<file path="src/rtl/output_argmax.sv">
// output_argmax: scans one GSRAM column and returns the signed-argmax row index over valid/ready (optional max_score output via ARGMAX_SCORE_OUT_EN)
module output_argmax #(
  parameter int NUM_CLASSES = 10,
  parameter int DATA_W      = 16,
  parameter int ADDR_W      = 4
) (
  input  logic              clk,
  input  logic              reset_n,
  input  logic              start,
  input  logic [ADDR_W-1:0] col_sel,
  output logic              busy,
  output logic              rd_en,
  output logic [ADDR_W-1:0] rd_row,
  output logic [ADDR_W-1:0] rd_col,
  input  logic [DATA_W-1:0] rd_data,
  output logic              out_valid,
  input  logic              out_ready,
`ifdef ARGMAX_SCORE_OUT_EN
  output logic [DATA_W-1:0] max_score,
`endif
  output logic [ADDR_W-1:0] class_idx
);
  typedef enum logic [1:0] {IDLE, SCAN, DRAIN, DONE} state_t;
  state_t              r_state, w_next;
  logic [ADDR_W-1:0]   r_cnt, r_col, r_rrow, r_idx;
  logic [DATA_W-1:0]   r_max;
  logic                r_rv, r_first;
  logic                w_last, w_take;
  assign w_last = r_cnt == ADDR_W'(NUM_CLASSES - 1);
  assign w_take = r_rv && (r_first || $signed(rd_data) > $signed(r_max));
  assign rd_row = r_cnt;
  assign rd_col = r_col;
  assign class_idx = r_idx;
`ifdef ARGMAX_SCORE_OUT_EN
  assign max_score = r_max;
`endif
  // state register; reset drops all state-decoded outputs immediately
  always_ff @(posedge clk or negedge reset_n)
    if (!reset_n) r_state <= IDLE;
    else          r_state <= w_next;
  // next-state and state-decoded outputs
  always_comb begin
    w_next    = r_state;
    busy      = r_state != IDLE;
    rd_en     = r_state == SCAN;
    out_valid = r_state == DONE;
    unique case (r_state)
      IDLE:    if (start) w_next = SCAN;
      SCAN:    if (w_last) w_next = DRAIN;
      DRAIN:   w_next = DONE;
      DONE:    if (out_ready) w_next = IDLE;
      default: w_next = IDLE;
    endcase
  end
  // read counter, column latch and one-cycle-delayed compare pipeline;
  // strict greater-than over ascending rows keeps the lowest index on ties
  always_ff @(posedge clk or negedge reset_n)
    if (!reset_n) begin
      r_cnt   <= '0;
      r_col   <= '0;
      r_rv    <= 1'b0;
      r_rrow  <= '0;
      r_max   <= '0;
      r_idx   <= '0;
      r_first <= 1'b0;
    end else begin
      r_rv   <= rd_en;
      r_rrow <= r_cnt;
      if (w_take) begin
        r_max   <= rd_data;
        r_idx   <= r_rrow;
        r_first <= 1'b0;
      end
      if (r_state == IDLE && start) begin
        r_col   <= col_sel;
        r_cnt   <= '0;
        r_first <= 1'b1;
      end else if (r_state == SCAN && !w_last) r_cnt <= r_cnt + 1'b1;
    end
endmodule

</file>
<file path="config.mk">
export PLATFORM = sky130hd
export DESIGN_NAME = output_argmax
export DESIGN_NICKNAME = d
export VERILOG_FILES = /design/src/rtl/output_argmax.sv
export SDC_FILE = /design/constraint.sdc
export NUM_CORES = 1
export LEC_CHECK = 0
export CORE_ASPECT_RATIO = 1.2
export CORE_UTILIZATION = 38
export CTS_CLUSTER_DIAMETER = 200
export DETAILED_ROUTE_END_ITERATION = 7
export GPL_TIMING_DRIVEN = 0
export PLACE_DENSITY = 0.65
export SETUP_SLACK_MARGIN = 0.3
export SYNTH_ARGS = -nofsm -noshare
export SYNTH_HDL_FRONTEND = slang
export SYNTH_SLANG_ARGS = --single-unit
</file>
<file path="constraint.sdc">
create_clock -name clk -period 6.2 [get_ports clk]
set_clock_uncertainty 0.2 [all_clocks]
set_input_delay 1.55 -clock clk [delete_from_list [all_inputs] [get_ports clk]]
set_output_delay 1.55 -clock clk [all_outputs]
set_load 0.05 [all_outputs]
</file>
==> flow_metrics.env <==
export IMPL_avgSynthCellArea_um2=11.9
export IMPL_outcome="finished clean"
export IMPL_synth_top_cell_area_share_pct=46.8
export IMPL_yosys_area_share_adder_pct=15.0
export IMPL_worstSetupStartpointType="primary input"
export IMPL_via_count=1283
export IMPL_dp_hpwl_um=2440
export IMPL_grt_pass1_vias=1274
export IMPL_grt_start_max_net_pins=37
export IMPL_grt_usage_pct=13.7
export IMPL_syn_nets=209
export IMPL_cap_violations=0
export IMPL_grt_pass1_wl_um=5440
export IMPL_grtUsageMet3_pct=4.00
export IMPL_grt_overflow=0
export IMPL_ir_drop_mv=0.283
export IMPL_instances_no_fill=268
export IMPL_drtAntennaViolNets=0
export IMPL_num_fill_cells=461
export IMPL_drt_iter0_drc=27
export IMPL_dr_pass1_iters=6
export IMPL_ys_ff_latch=36
export IMPL_placed_area_um2=2370
export IMPL_ys_warn_count=0
export IMPL_p_per_area_nw_per_um2=530
export IMPL_gp_congestion=0.753
export IMPL_crit_arrival_ns=4.03
export IMPL_cts_hold_buf=0
export IMPL_seq_area_frac_synth_pct=46.8
export IMPL_max_freq_mhz=247
export IMPL_area_delta_synth_final_pct=29.2
export IMPL_final_util_pct=50.7
export IMPL_drv_slew=0
export IMPL_finalNetCount=254
export IMPL_seqCellArea_um2=901
export IMPL_r2r_end="r_max[13]"
export IMPL_htreeDepth=2
export IMPL_multi_input_area_um2=916
export IMPL_period_needed_ns=4.05
export IMPL_end_kind="flip-flop"
export IMPL_setup_viol=0
export IMPL_wire_per_inst_um=12.0
export IMPL_synthTopCellsByCount="36 x dfrtp_1, 23 x ha_1, 23 x inv_1"
export IMPL_rows=28
export IMPL_drive_gt1_share_pct=16.8
export IMPL_synth_compound_area_share_pct=9.76
export IMPL_synth_top_family_by_area="multiplexers"
export IMPL_busiest_layer="met2"
export IMPL_cp_slowest_cell="nor4_1"
export IMPL_syn_cell_area_um2=1920
export IMPL_rsz0062_at_grt="false"
export IMPL_critPathMaxFanout=10
export IMPL_cts_tree="built"
export IMPL_hold_slack_ns=0.260
export IMPL_clock_path_buffers=2
export IMPL_synth_xor_area_share_pct=1.37
export IMPL_drc=0
export IMPL_synthCells=162
export IMPL_min_from="rd_row[1]"
export IMPL_die_area_um2=5350
export IMPL_max_slew_worst_pin_slew_ns=0.778
export IMPL_final_area_um2=2480
export IMPL_hold_path_class="flip-flop to flip-flop"
export IMPL_regToRegStartpoint="r_max[15]"
export IMPL_globalRouteMet2Util_pct=22.5
export IMPL_critPathRequiredTime_ns=6.18
export IMPL_crit_path_max_incr_delay_ns=0.43
export IMPL_synth_area_leader_cell="dfrtp_1"
export IMPL_ff2ff_path_depth=8
export IMPL_synthFlopType="dfrtp_1"
export IMPL_antenna_found_initial=0
export IMPL_initial_utilization_pct=39.2
export IMPL_grtUsageMet1_pct=16.3
export IMPL_place_inst=260
export IMPL_yosys_top_cells_area="dfrtp_1 47%, ha_1 15%, mux2_2 8.2%"
export IMPL_worst_r2r_setup_slack_ns=3.46
export IMPL_synth_most_common_cell="dfrtp_1"
export IMPL_numCtsBuffers=5
export IMPL_portBuffers=38
export IMPL_viasPerCell=4.79
export IMPL_die_w_um=66.9
export IMPL_cts_root_buffer="clkbuf_8"
export IMPL_drt_total_wl_um=3230
export IMPL_period_share_pct=65.3
export IMPL_yosysUniqueCellTypes=27
export IMPL_timing_slew_headroom_pct=48.2
export IMPL_core_um2=4900
export IMPL_worst_path_buf_inv=2
export IMPL_final_hold_viol_count=0
export IMPL_clkLatencyLatePin_ns=0.29
export IMPL_die_y_um=79.9
export IMPL_cts_sinks=36
export IMPL_hold_depth=0
export IMPL_ys_async_sr_fraction_pct=100
export IMPL_clkTransAtPathRegs_ns=0.08
export IMPL_cts_resized=0
export IMPL_path_class="primary input to flip-flop"
export IMPL_antennaDiodeCount=0
export IMPL_yosys_area_share_simple_pct=5.53
export IMPL_cpLargestDelayFamily="simple AND/OR/NAND/NOR gates"
export IMPL_cts_setup_buffers=0
export IMPL_synth_edf_count=0
export IMPL_pin_count=39
export IMPL_power_leakage_nw=1.18
export IMPL_min_to="r_rrow[1]"
export IMPL_fin_tns_setup_ns=0
export IMPL_path_cells="clkdlybuf4s50_1 > ha_1 > nand4_1 > nor4_1 > nor2_1 > a21oi_4 > buf_12 > mux2_4"
export IMPL_synth_mux_area_share_pct=16.0
-- layout by cell type, fill, tap and decap left out --
cell             instances
nor2_1                   6
nor2b_1                  1
xor2_1                   2
a21oi_1                 11
a41oi_1                  1
buf_2                    1
nor4_1                   1
clkdlybuf4s50_1         37
nand3_1                  1
a32oi_1                  1
a21o_1                   1
mux2_2                  14
a21oi_4                  1
inv_1                   23
a2111oi_0                1
bufinv_16                1
a2111o_1                 1
nor3_1                   1
clkinvlp_4               1
ha_1                    23
o21a_1                   2
mux2_4                  10
o21ai_0                  6
clkbuf_8                 5
xnor2_1                  1
nand2_1                  8
o21ai_1                  1
nand4_1                  5
dfrtp_1                 36
o22ai_1                  1
clkinv_2                 1
o211ai_1                 2
buf_12                   1
-- metal layers --
| metal | wire, um | up-vias |
|---|---|---|
| met5 | 0 | - |
| met4 | 66 | 0 |
| met3 | 112 | 7 |
| met2 | 1590 | 24 |
| met1 | 1450 | 602 |
| li1 | - | 650 |
-- layout make-up --
class | count | area share (%)
timing repair buffer | 38 | 15.1
sequential | 36 | 36.3
tap | 60 | 3.02
inverter | 23 | 3.47
buffer | 1 | 0.806
clock buffer | 5 | 2.77
multi-input combinational | 102 | 36.9
clock inverter | 3 | 1.71
-- per-stage QoR --
stage / power [mW] / setup slack [ns]
floorplan: 0.945 / 2.51
global placement: 1.11 / 1.84
detailed placement: 1.13 / 1.78
CTS: 1.34 / 2.09
global route: 1.42 / 1.99
finish: 1.32 / 2.15
-- cell families after synthesis --
group,after synthesis
adder cells (fa/ha/maj),23
multiplexers,24
AO/OA/AOI/OAI,29
buffers and inverters,24
XOR/XNOR,3
AND/OR/NAND/NOR,23
flip-flops,36
-- power by group --
| group | switching (mW) | internal [mW] | total, mW | leakage [nW] |
|---|---|---|---|---|
| clock | 0.0867 | 0.119 | 0.206 | 0.0541 |
| combinational | 0.372 | 0.330 | 0.702 | 0.681 |
| sequential | 0.0658 | 0.344 | 0.410 | 0.442 |
| total | 0.525 | 0.793 | 1.32 | 1.18 |
-- state kept, by name (all words and copies together) (netlist names) --
register,cells
r_max,16
class_idx,4
r_rrow,4
rd_col,4
rd_row,4
r_state,2
r_first,1
r_rv,1
-- worst max path at each step --
stage                 from           end  slack, ns  depth (start not counted)
6_report       rd_data[15]     r_max[13]       2.15                          8
5_1_grt        rd_data[15]      r_max[2]       1.99                          8
4_1_cts        rd_data[15]     r_max[13]       2.09                          8
3_5_place_dp   rd_data[15]     r_max[13]       1.78                          8
3_3_place_gp   rd_data[15]  class_idx[0]       1.84                          8
2_1_floorplan  rd_data[15]  class_idx[0]       2.51                          7
Note: power is estimated with default switching activity, not from simulation.
